--- src/rtl/exec_muldiv_unit.sv ---
// Iterative multiply/divide unit beside the execute-stage ALU.
// Owns the architectural HI/LO registers and holds busy while an operation runs.
module exec_muldiv_unit #(
  parameter  int WIDTH = 32,
  localparam int CNT_W = $clog2(WIDTH) + 1
) (
  input  logic             CLK,
  input  logic             nRST,
  input  logic             start,
  input  logic [2:0]       op,
  input  logic [WIDTH-1:0] opA,
  input  logic [WIDTH-1:0] opB,
  input  logic             flush,
  output logic             busy,
  output logic             done,
  output logic [WIDTH-1:0] hi,
  output logic [WIDTH-1:0] lo
);

  localparam logic [1:0] IDLE = 2'd0;
  localparam logic [1:0] RUN  = 2'd1;
  localparam logic [1:0] FIX  = 2'd2;

  localparam logic [2:0] OP_DIVU = 3'd3;
  localparam logic [2:0] OP_MTHI = 3'd4;
  localparam logic [2:0] OP_MTLO = 3'd5;

  localparam logic [CNT_W-1:0] CNT_INIT = CNT_W'(WIDTH);
  localparam logic [CNT_W-1:0] CNT_ONE  = CNT_W'(1);

  logic [1:0]         state;
  logic [CNT_W-1:0]   cnt;
  logic [2*WIDTH-1:0] acc;
  logic [WIDTH-1:0]   b_q;
  logic               is_div, neg_res, neg_rem, div0;

  function automatic logic [WIDTH-1:0] neg_w(input logic [WIDTH-1:0] v, input logic neg);
    return neg ? -v : v;
  endfunction

  function automatic logic [2*WIDTH-1:0] neg_2w(input logic [2*WIDTH-1:0] v, input logic neg);
    return neg ? -v : v;
  endfunction

  // Signed ops work on magnitudes; sign flags restore the result in FIX.
  logic             sgn_op, sa, sb;
  logic [WIDTH-1:0] a_mag, b_mag;

  assign sgn_op = ~op[0];
  assign sa     = sgn_op & opA[WIDTH-1];
  assign sb     = sgn_op & opB[WIDTH-1];
  assign a_mag  = neg_w(opA, sa);
  assign b_mag  = neg_w(opB, sb);

  // Multiply: acc = {partial sum, multiplier}. Divide: acc = {remainder, dividend/quotient}.
  logic [WIDTH:0]     mul_sum, rem_sh, div_trial;
  logic [2*WIDTH-1:0] acc_nxt;

  assign mul_sum   = {1'b0, acc[2*WIDTH-1:WIDTH]} + (acc[0] ? {1'b0, b_q} : '0);
  assign rem_sh    = acc[2*WIDTH-1:WIDTH-1];
  assign div_trial = rem_sh - {1'b0, b_q};

  always_comb begin
    acc_nxt = {mul_sum, acc[WIDTH-1:1]};
    if (is_div) begin
      if (!div_trial[WIDTH])
        acc_nxt = {div_trial[WIDTH-1:0], acc[WIDTH-2:0], 1'b1};
      else
        acc_nxt = {acc[2*WIDTH-2:0], 1'b0};
    end
  end

  logic [2*WIDTH-1:0] prod;
  logic [WIDTH-1:0]   quo, rem, hi_res, lo_res;

  assign prod   = neg_2w(acc, neg_res);
  assign quo    = div0 ? '1 : neg_w(acc[WIDTH-1:0], neg_res);
  assign rem    = neg_w(acc[2*WIDTH-1:WIDTH], neg_rem);
  assign hi_res = is_div ? rem : prod[2*WIDTH-1:WIDTH];
  assign lo_res = is_div ? quo : prod[WIDTH-1:0];

  always_ff @(posedge CLK or negedge nRST) begin
    if (!nRST) begin
      state   <= IDLE;
      cnt     <= '0;
      acc     <= '0;
      b_q     <= '0;
      is_div  <= 1'b0;
      neg_res <= 1'b0;
      neg_rem <= 1'b0;
      div0    <= 1'b0;
      hi      <= '0;
      lo      <= '0;
    end else begin
      case (state)
        IDLE: begin
          if (start && !flush) begin
            if (op <= OP_DIVU) begin
              state   <= RUN;
              cnt     <= CNT_INIT;
              is_div  <= op[1];
              neg_res <= sa ^ sb;
              neg_rem <= sa;
              div0    <= (opB == '0);
              acc     <= {{WIDTH{1'b0}}, (op[1] ? a_mag : b_mag)};
              b_q     <= op[1] ? b_mag : a_mag;
            end else if (op == OP_MTHI) begin
              hi <= opA;
            end else if (op == OP_MTLO) begin
              lo <= opA;
            end
          end
        end
        RUN: begin
          if (flush) begin
            state <= IDLE;
          end else begin
            acc <= acc_nxt;
            cnt <= cnt - CNT_ONE;
            if (cnt == CNT_ONE)
              state <= FIX;
          end
        end
        FIX: begin
          state <= IDLE;
          if (!flush) begin
            hi <= hi_res;
            lo <= lo_res;
          end
        end
        default: state <= IDLE;
      endcase
    end
  end

  assign busy = (state != IDLE);
  assign done = (state == FIX) && !flush;

endmodule
--- config.mk ---
export PLATFORM = sky130hd
export DESIGN_NAME = exec_muldiv_unit
export DESIGN_NICKNAME = d
export VERILOG_FILES = /design/src/rtl/exec_muldiv_unit.sv
export SDC_FILE = /design/constraint.sdc
export NUM_CORES = 1
export LEC_CHECK = 0
export CAP_MARGIN = 25
export CORE_MARGIN = 5
export CORE_UTILIZATION = 52
export DETAILED_ROUTE_END_ITERATION = 6
export PLACE_DENSITY = 0.81
export SYNTH_ARGS = -nofsm -noshare
export SYNTH_HDL_FRONTEND = slang
export SYNTH_SLANG_ARGS = --single-unit
--- constraint.sdc ---
create_clock -name CLK -period 3.2 [get_ports CLK]
set_input_delay 0.32 -clock CLK [delete_from_list [all_inputs] [get_ports CLK]]
set_output_delay 0.32 -clock CLK [all_outputs]
set_load 0.01 [all_outputs]
==> qor.yml <==
yosys:
  synth_top_cell_area_share: 0.286
  synth-main-ff-cell: "dfrtp_1"
  yosys-top-cells-count: "nand2_1 (224), o21ai_0 (221), nor2_1 (178)"
  synth_compound_area_frac: 0.262
  synth-xor-area-share: 0.0971
  yosys_register_bits: 172
  synthSimpleGateAreaFrac: 0.206
  synthArstFlopShare: 1.00
  yosysUniqueCellTypes: 72
  synth_area_per_cell_um2: 7.66
  synth_most_common_cell: "nand2_1"
  synth.cell_area_mm2: 0.0151
  synth_edf_count: 0
  synth.mux.area_fraction: 0.0390
  yosys-top-cells-area: "dfrtp_1 (29%), o21ai_0 (7.3%), ha_1 (5.8%)"
  synth_fa_ha_area_frac: 0.0608
  synth_nets: 2109
  syn_inst: 1966
  ys_seq_area_frac: 0.286
  ys.warnings.count: 0
  synth_top_family_by_area: "compound AO/OA/AOI/OAI gates"
  yosys.area.top_type: "dfrtp_1"
sta:
  rsz0062_at_grt: "yes"
  fmaxAchievable_ghz: 0.314
  final_max_slew_viol_count: 0
  fin_crit_sh: 0.996
  hold_viol: 20
  setup_viol: 0
  worst_pin_slew_ns: 0.924
  whs_ns: -0.0634
  finClkSkew_ns: 0.0182
  layout_min_cycle_time_ns: 3.19
  max_slew_margin: 0.382
setup_path:
  crit_required_ns: 3.53
  worstSetupPathType: "reg -> reg"
  cp.arrival_ns: 3.51
  cp-start-kind: "flop"
  cp_cell_sequence: "or4_4 -> or3_4 -> or4_4 -> or3_4 -> a21oi_4 -> o21ai_2 -> xnor2_1 -> a221o_1"
  path_max_fanout: 6
  cp_top_family: "simple AND/OR/NAND/NOR gates"
  end_kind: "flop"
  cp.buffers_inverters: 0
  r2r_slack_ns: 0.01
  max_stage_delay_ns: 0.63
  worst_path_max_delay_cell: "or4_4"
grt:
  grt_util_all_layers: 0.357
  grt_pass1_vias: 16194
  grt_start_max_net_pins: 95
  grt_pass1_wl_um: 92300
  antenna_found_initial: 0
  grt-ovfl-total: 0
worst_hold_path:
  worst_hold_path_type: "in -> async"
placement:
  dp.final_hpwl_um: 47300
  gp_congestion: 1.05
  dp_cells: 2634
  place_area_mm2: 0.0186
  io_buffers: 136
clock_network:
  cts_root_buffer: "clkbuf_16"
  clkLatencyLatePin_ns: 0.45
  cts_htree_levels: 4
  clock_sinks: 172
  cts_tree: "done"
  hold_buffers: 0
  clk_pin_slew_ns: 0.08
  cts_buffer_depth: 2
  cts_buffers: 17
floorplanning:
  core_area_mm2: 0.0286
  pin_count: 137
  start_util: 0.526
  dieArea_mm2: 0.0325
  die_w_um: 180
  die_y_um: 180
  rows: 62
pwr:
  ir_drop_uv: 563
  powerDensity_mw_per_mm2: 993
  power_leakage_nw: 8.55
final_layout:
  stdcell_count: 2676
  antenna_cells: 0
  design_area_mm2: 0.0196
  fillerInstances: 2346
  drive_gt1_frac: 0.178
  nets: 2422
  area_delta_synth_final_pct: 30.3
run_status:
  outcome: "finished, violations left"
  violations: "DRC, hold timing"
route:
  drt_iter0_markers: 2263
  vias: 17195
  wl_um: 60700
  wire_per_inst_um: 22.7
  drc: 5
  via_per_inst: 6.43
  drt_pass1_iterations: 7
  ant_nets: 0
job:
  drv_cap: 0
worst reg2reg max path: cells and delay by family, from the launching register on:
kind             cells  cell delay (ns)
AND/OR/NAND/NOR      4             1.94
AO/OA/AOI/OAI        3             0.60
flip-flops           1             0.38
XOR/XNOR             1             0.17
area by class of cell:
type	instances	area, µm²	share of cell area
Clock buffer	18	439	0.0224
Clock inverter	14	153	0.00778
Inverter	70	263	0.0134
Multi-Input combinational cell	1604	10400	0.530
Sequential cell	172	4310	0.220
Tap cell	384	480	0.0245
Timing Repair Buffer	414	3580	0.182
placed cells by master, fill, tap and decap left out, types with 18 or more instances in the layout:
| cell type | netlist | routed |
|---|---|---|
| a21o_1 | 32 | 32 |
| nand2_1 | 224 | 223 |
| nand3_1 | 50 | 49 |
| o22ai_1 | 38 | 37 |
| a21oi_1 | 153 | 141 |
| clkdlybuf4s50_1 | 0 | 134 |
| nand2b_1 | 18 | 18 |
| mux2i_1 | 52 | 52 |
| nor3_1 | 37 | 32 |
| or3_1 | 29 | 27 |
| xnor2_1 | 94 | 94 |
| buf_4 | 0 | 267 |
| xor2_1 | 73 | 73 |
| o211ai_1 | 22 | 22 |
| o31ai_1 | 30 | 28 |
| ha_1 | 70 | 68 |
| nor2_1 | 178 | 173 |
| inv_1 | 70 | 69 |
| a31oi_1 | 20 | 18 |
| dfrtp_1 | 172 | 166 |
| o21ai_0 | 221 | 213 |
registers in the layout, summed over array words and instances, names as in the netlist, 2 cells and up:
register and count:
acc 64, b_q 32, cnt 6, hi 32
lo 32, state 2
per-layer routing:
| layer | GRT usage | wire length (µm) |
|---|---|---|
| met1 | 0.473 | 23900 |
| met2 | 0.553 | 26500 |
| met3 | 0.0896 | 7150 |
| met4 | 0.157 | 3130 |
| met5 | 0 | 0 |
cell families (layout without fill, tap and decap cells):
group           count (synthesis)  after routing
mux                            58             58
simple gates                  660            660
fa+ha+maj                      72             72
flops                         172            172
compound gates                647            647
buf+inv                       190            516
xor+xnor                      167            167
path summary, 6_finish.rpt:
kind,end,cells past startpoint,from
hold / removal,hi[21]$_DFFE_PN0P_,1,nRST
setup / recovery,hi[31]$_DFFE_PN0P_,8,acc[17]$_DFFE_PN0P_
hold reg to reg,hi[24]$_DFFE_PN0P_,2,hi[24]$_DFFE_PN0P_
max in group asynchronous,acc[52]$_DFFE_PN0P_,2,nRST
setup reg to reg,hi[31]$_DFFE_PN0P_,8,acc[17]$_DFFE_PN0P_
min in group CLK,b_q[0]$_DFFE_PN0P_,3,op[1]
what timing repair did:
item / 4_1_cts / 5_1_grt
pin swaps: 2 / 23
setup buffers: 1 / 8
gates resized for setup: 16 / 67
setup endpoints to repair: 21 / 44
power by group:
part           internal (W)  switching (W)
logic               0.00598        0.00742
registers           0.00311       0.000815
clock network       0.00113        0.00105
total                0.0102        0.00928
through the flow:
| stage | power, W | setup WS (ns) | setup TNS [ns] | utilization |
|---|---|---|---|---|
| finish | 0.0195 | 0.0133 | 0 | 0.686 |
| global route | 0.0206 | -0.0395 | -0.0941 | 0.686 |
| CTS | 0.0187 | 0.00115 | 0 | 0.672 |
| detailed placement | 0.0165 | -0.183 | -2.40 | 0.649 |
| global placement | 0.0162 | -0.183 | -1.36 | 0.649 |
| floorplan | 0.0112 | -0.0192 | -0.0192 | - |
(Power assumes the default switching activity.)
==> edit 1 (config.mk and constraints unchanged) <==
Put a register stage on the outputs `busy` and `done`, cleared by the reset. The values now appear one clock later. The other outputs are not delayed to match.
--- a/src/rtl/exec_muldiv_unit.sv
+++ b/src/rtl/exec_muldiv_unit.sv
@@ -133,7 +133,14 @@
     end
   end
 
-  assign busy = (state != IDLE);
-  assign done = (state == FIX) && !flush;
+  always_ff @(posedge CLK or negedge nRST) begin
+    if (!nRST) begin
+      busy <= '0;
+      done <= '0;
+    end else begin
+      busy <= (state != IDLE);
+      done <= (state == FIX) && !flush;
+    end
+  end
 
 endmodule
Function: changed (Yosys sat finds a counterexample within 4 cycles, from zero or initial values and one cycle with nRST low).
==> edit 1 against the unedited design <==
  * The flow finishes with violations (negative setup slack)
  * Clock power up 4%
  * Hold slack better by 0.46 ns
  * Total power up 0.73%
  * Die area up 1.6%
  * Sequential cell count up 2
  * Sequential share of layout area up 0.50 points
  * Combinational power about the same
  * Setup slack worse by 0.015 ns
  * Cell count down 1.5%
  * First-iteration DRC count up 15%
  * Synthesized area up 1.7%
  * Synthesized cell count up 0.66%
  * Routed wire length down 3.1%
  * Cell area down 1.2%
  * Critical path type unchanged
  * Largest cell class unchanged
==> edit 1: results (changes against the unedited design) <==
\begin{tabular}{lr}
\hline
Metric & Value \\
\hline
\multicolumn{2}{l}{\textbf{Run status}} \\
\quad Result of the run & complete, but fails checks \\
\quad Violated checks & negative setup slack \\
\multicolumn{2}{l}{\textbf{Synthesis}} \\
\quad Commonest cells in the synthesized netlist & 256 x nand2\_1, 194 x o21ai\_0, 174 x dfrtp\_1 \\
\quad Synth area leaders & dfrtp\_1 28\%, xnor2\_1 6.4\%, o21ai\_0 6.3\% \\
\quad Post-synthesis cell type count & 76 (+5.6\%) \\
\quad Syn\_nets & 2122 (+0.62\%) \\
\quad Part of the Yosys area used for sequential elements & 0.284 (-0.00138) \\
\multicolumn{2}{l}{\textbf{Worst hold path}} \\
\quad Type of the tightest min-delay check & in -> reg \\
\multicolumn{2}{l}{\textbf{Worst setup path}} \\
\quad Largest fanout on the critical path & 7 (+1) \\
\quad Number of cell instances on the worst register-to-register path & 15 (+7) \\
\quad Slowest stage cell, crit path & dfrtp\_1 \\
\quad Largest incremental delay on the critical path & 0.40 ns (-0.23 ns) \\
\quad Worst path arrival time & 3.53 ns (+0.02 ns) \\
\multicolumn{2}{l}{\textbf{Placement}} \\
\quad Instance area at placement & 18400 sq um (-1.1\%) \\
\quad Gp weighted congestion & 0.991 (-5.7\%) \\
\multicolumn{2}{l}{\textbf{Detailed routing}} \\
\quad Length of the first detailed-routing pass in iterations & 6 (-1) \\
\quad Iteration-0 DRC Markers & 2608 (+15\%) \\
\multicolumn{2}{l}{\textbf{STA}} \\
\quad Setup slack after layout & -0.00156 ns (-0.0149 ns) \\
\quad Final worst clock skew & 0.0129 ns (-0.00528 ns) \\
\quad Final count of negative-setup-slack endpoints & 1 (+1) \\
\multicolumn{2}{l}{\textbf{GRT}} \\
\quad First-pass GRT wire length & 89200 um (-3.4\%) \\
\quad Number of global-route vias before repair & 15700 (-2.9\%) \\
\multicolumn{2}{l}{\textbf{Power}} \\
\quad Static leakage power & 0.00847 uW (-0.90\%) \\
\quad Internal power consumption & 10200 uW (-0.19\%) \\
\multicolumn{2}{l}{\textbf{Final layout}} \\
\quad Number of fill cells & 2376 (+1.3\%) \\
\hline
\end{tabular}
-- edit 1: cell types whose count changed after synthesis, sizes merged, moves of 9 or more --
cell,unedited run,this run
nor2,178,162
xnor2,94,112
o31ai,30,39
mux2i,52,65
o21ai,226,198
nand2,224,258
xor2,73,59
a221oi,0,11
-- edit 1: power by group through the flow --
stage / combinational, uW / clock (uW) / sequential [uW]
3_3_place_gp: 12100 / 0 / 3970
2_1_floorplan: 7660 / 0 / 3980
4_1_cts: 12600 / 2230 / 3980
5_1_grt: 14300 / 2350 / 4130
6_report: 13400 / 2250 / 4010
3_5_place_dp: 12400 / 0 / 4020
-- edit 1: area by class of cell --
| type | count | area share |
|---|---|---|
| Multi-Input combinational cell | 1608 | 0.541 |
| Inverter | 75 | 0.0147 |
| Sequential cell | 174 | 0.225 |
| Clock buffer | 18 | 0.0226 |
| Tap cell | 384 | 0.0248 |
| Timing Repair Buffer | 364 | 0.164 |
| Clock inverter | 14 | 0.00864 |
-- edit 1: through the flow --
stage	util	TNS, ns	hold WS, ns	std cells	setup WS (ns)
detailed placement	0.637	-2.24	0.419	2593	-0.129
global placement	0.637	-0.491	0.418	2593	-0.0879
floorplan	-	-0.0422	0.0244	1979	-0.0422
global route	0.672	-0.563	0.422	2637	-0.179
CTS	0.660	-0.0182	0.378	2628	-0.0182
finish	0.672	-0.00156	0.393	2637	-0.00156
-- edit 1: tightest hold or removal path: stages --
cell and delay [ns]:
buf_2 0.23, a21oi_1 0.16, o21ai_0 0.07
-- edit 1: metal layers --
layer / global-route usage / share of wire / vias to the layer above / routed length (um)
met4: 0.144 / 0.048 / 0 / 2820
met2: 0.514 / 0.44 / 1076 / 25700
met1: 0.472 / 0.40 / 8051 / 23700
met3: 0.0720 / 0.11 / 172 / 6680
met5: 0 / 0 / - / 0
li1: - / - / 7692 / -
-- edit 1: repair_timing --
action | CTS | global route
gates resized for setup | 11 | 73
setup endpoints to repair | 29 | 44
hold endpoints to repair | 78 | 0
hold buffers | 1 | 0
cloned | 0 | 1
pin swaps | 2 | 22
setup buffers | 2 | 9
-- edit 1: kinds of logic after synthesis --
| family | count (synthesis) | share of synthesized area |
|---|---|---|
| simple gates | 655 | 0.201 |
| compound gates | 640 | 0.261 |
| fa+ha+maj | 72 | 0.0598 |
| buf+inv | 197 | 0.0497 |
| mux | 70 | 0.0462 |
| xor+xnor | 171 | 0.0978 |
| flops | 174 | 0.284 |
-- edit 1: worst max path at each step --
| stage | startpoint | endpoint | slack (ns) |
|---|---|---|---|
| after global placement | opB[21] | b_q[31] | -0.09 |
| final | acc[0] | acc[62] | -0.002 |
| after detailed placement | acc[0] | acc[60] | -0.13 |
| after floorplan | acc[0] | acc[60] | -0.04 |
| after global routing | acc[0] | acc[60] | -0.18 |
| after CTS | acc[0] | acc[60] | -0.02 |
==> edit 2 (same settings) <==
Without the edit above. The parameter `WIDTH` goes from 32 to 16.
--- a/src/rtl/exec_muldiv_unit.sv
+++ b/src/rtl/exec_muldiv_unit.sv
@@ -1,7 +1,7 @@
 // Iterative multiply/divide unit beside the execute-stage ALU.
 // Owns the architectural HI/LO registers and holds busy while an operation runs.
 module exec_muldiv_unit #(
-  parameter  int WIDTH = 32,
+  parameter  int WIDTH = 16,
   localparam int CNT_W = $clog2(WIDTH) + 1
 ) (
   input  logic             CLK,
Interface: changed (resized hi, lo, opA and opB); port bits go from 137 to 73. The function was not compared with the original's and may differ.
==> edit 2 against the unedited design <==
  * Total power decreased by 63%
  * Setup slack improved by 0.18 ns
  * Cell area decreased by 54%
  * Utilization decreased by 6.5 points
  * Combinational power decreased by 68%
  * Hold slack improved by 0.12 ns
  * Sequential cell count decreased by 81
  * Sequential share of layout area increased by 3.3 points
  * Synthesized area decreased by 49%
  * Routed wire length decreased by 61%
  * Largest power group unchanged
==> edit 2: results (changes against the unedited design) <==
\begin{tabular}{lr}
\hline
Metric & Value \\
\hline
\multicolumn{2}{l}{\textbf{Clocking}} \\
\quad Number of levels in the clock H-tree & 3 (-1) \\
\quad Worst skew pair latency & 0.35 ns (-0.10 ns) \\
\quad Cts bufs inserted & 9 (-8) \\
\multicolumn{2}{l}{\textbf{Synthesis}} \\
\quad Synth area leaders & dfrtp\_1 30\%, o21ai\_0 7.2\%, ha\_1 6.2\% \\
\quad Average instance area after synthesis & 7.88 sq um (+2.8\%) \\
\quad Post-synthesis cell type count & 66 (-8.3\%) \\
\quad Part of the Yosys area used for sequential elements & 0.296 (+0.0101) \\
\quad Syn\_nets & 1056 (-50\%) \\
\quad Commonest cells in the synthesized netlist & 119 x nand2\_1, 110 x o21ai\_0, 91 x dfrtp\_1 \\
\multicolumn{2}{l}{\textbf{STA}} \\
\quad Final worst clock skew & 0.0106 ns (-0.00760 ns) \\
\quad Slew of the pin with the lowest slew margin & 0.989 ns (+0.0653 ns) \\
\multicolumn{2}{l}{\textbf{Placement}} \\
\quad Count of buffers inserted at the top-level ports & 72 (-47\%) \\
\quad Placed cell count & 1214 (-54\%) \\
\quad Gp weighted congestion & 0.972 (-7.6\%) \\
\quad Pre-CTS setup slack & 0.207 ns (+0.390 ns) \\
\quad Instance area at placement & 8720 sq um (-53\%) \\
\multicolumn{2}{l}{\textbf{Run status}} \\
\quad Result of the run & completed \\
\multicolumn{2}{l}{\textbf{Worst setup path}} \\
\quad Worst path arrival time & 3.16 ns (-0.35 ns) \\
\quad Slowest stage cell, crit path & dfrtp\_1 \\
\quad Critical path's top delay family & adder cells \\
\quad Largest fanout on the critical path & 16 (+10) \\
\multicolumn{2}{l}{\textbf{GRT}} \\
\quad Number of global-route vias before repair & 7266 (-55\%) \\
\quad Maximum number of pins on one net before global-route repair & 65 (-32\%) \\
\quad Overall global routing resource usage & 0.270 (-0.0867) \\
\quad First-pass GRT wire length & 38400 um (-58\%) \\
\multicolumn{2}{l}{\textbf{Power}} \\
\quad Static leakage power & 0.00387 uW (-55\%) \\
\quad Maximum vdd ir drop & 0.000427 V (-24\%) \\
\multicolumn{2}{l}{\textbf{Detailed routing}} \\
\quad Length of the first detailed-routing pass in iterations & 5 (-2) \\
\quad Iteration-0 DRC Markers & 876 (-61\%) \\
\quad Via Count & 7734 (-55\%) \\
\quad Post-DR vias/cell & 6.29 (-2.1\%) \\
\multicolumn{2}{l}{\textbf{Final layout}} \\
\quad Largest register FFs & 32 (-50\%) \\
\quad Fraction of final layout cells with drive strength greater than 1 & 0.0727 (-0.105) \\
\hline
\end{tabular}
edit 2: cell count changes after synthesis, sizes merged, moves of 27 or more:
cell,change
nor2,-94
dfrtp,-81
xor2,-41
nand3,-46
clkbuf,-60
o21ai,-114
xnor2,-48
a21o,-27
ha,-32
nand2,-105
a21oi,-87
edit 2: final timing paths:
| path | startpoint | end | slack, ns | depth (start not counted) |
|---|---|---|---|---|
| max | acc[15] | acc[27] | 0.20 | 11 |
| min | nRST | lo[5] | 0.06 | 1 |
| max reg2reg | acc[15] | acc[27] | 0.20 | 11 |
| min reg2reg | hi[10] | hi[10] | 0.48 | 2 |
| max in group asynchronous | nRST | b_q[7] | 2.36 | 2 |
| min in group CLK | hi[10] | hi[10] | 0.48 | 2 |
edit 2: logic make-up (layout without fill, tap and decap cells):
family,after synthesis,count (layout),share of synthesized area
AO/OA/AOI/OAI,303,303,0.244
XOR/XNOR,78,78,0.0897
adder cells (fa/ha/maj),40,40,0.0670
buffers and inverters,103,171,0.0506
flip-flops,91,91,0.296
multiplexers,48,48,0.0636
AND/OR/NAND/NOR,314,314,0.189
edit 2: what timing repair did:
item                                    in CTS  in global routing
endpoints found under the setup margin       0                  7
buffers inserted                             0                  0
endpoints found under the hold margin        0                  0
gates resized for setup                      0                  2
edit 2: power by group:
group	switching, uW	internal, uW	total, uW	leakage [uW]
clock	466	564	1030	0.000137
combinational	2380	1900	4280	0.00258
sequential	370	1480	1850	0.00115
total	3220	3940	7160	0.00387
edit 2: cell type report:
cell class / count / area [sq um]
Sequential cell: 91 / 2280
Inverter: 49 / 184
Multi-Input combinational cell: 783 / 5050
Timing Repair Buffer: 107 / 993
Clock buffer: 11 / 253
Clock inverter: 4 / 26.3
Fill cell: 1236 / 5520
Tap cell: 184 / 230
edit 2: layer usage:
metal,share of wire,GRT usage,up-vias
met5,0,0,-
met4,0.056,0.139,0
met3,0.10,0.0684,99
met2,0.44,0.413,436
met1,0.41,0.354,3557
li1,-,-,3642
edit 2: per-stage QoR:
step	util	total power, uW	hold slack [ns]
finish	0.620	7160	0.0583
global route	0.620	7660	0.146
CTS	0.619	7070	0.0966
detailed placement	0.600	6020	0.469
global placement	0.600	5940	0.459
floorplan	-	4690	0.0244
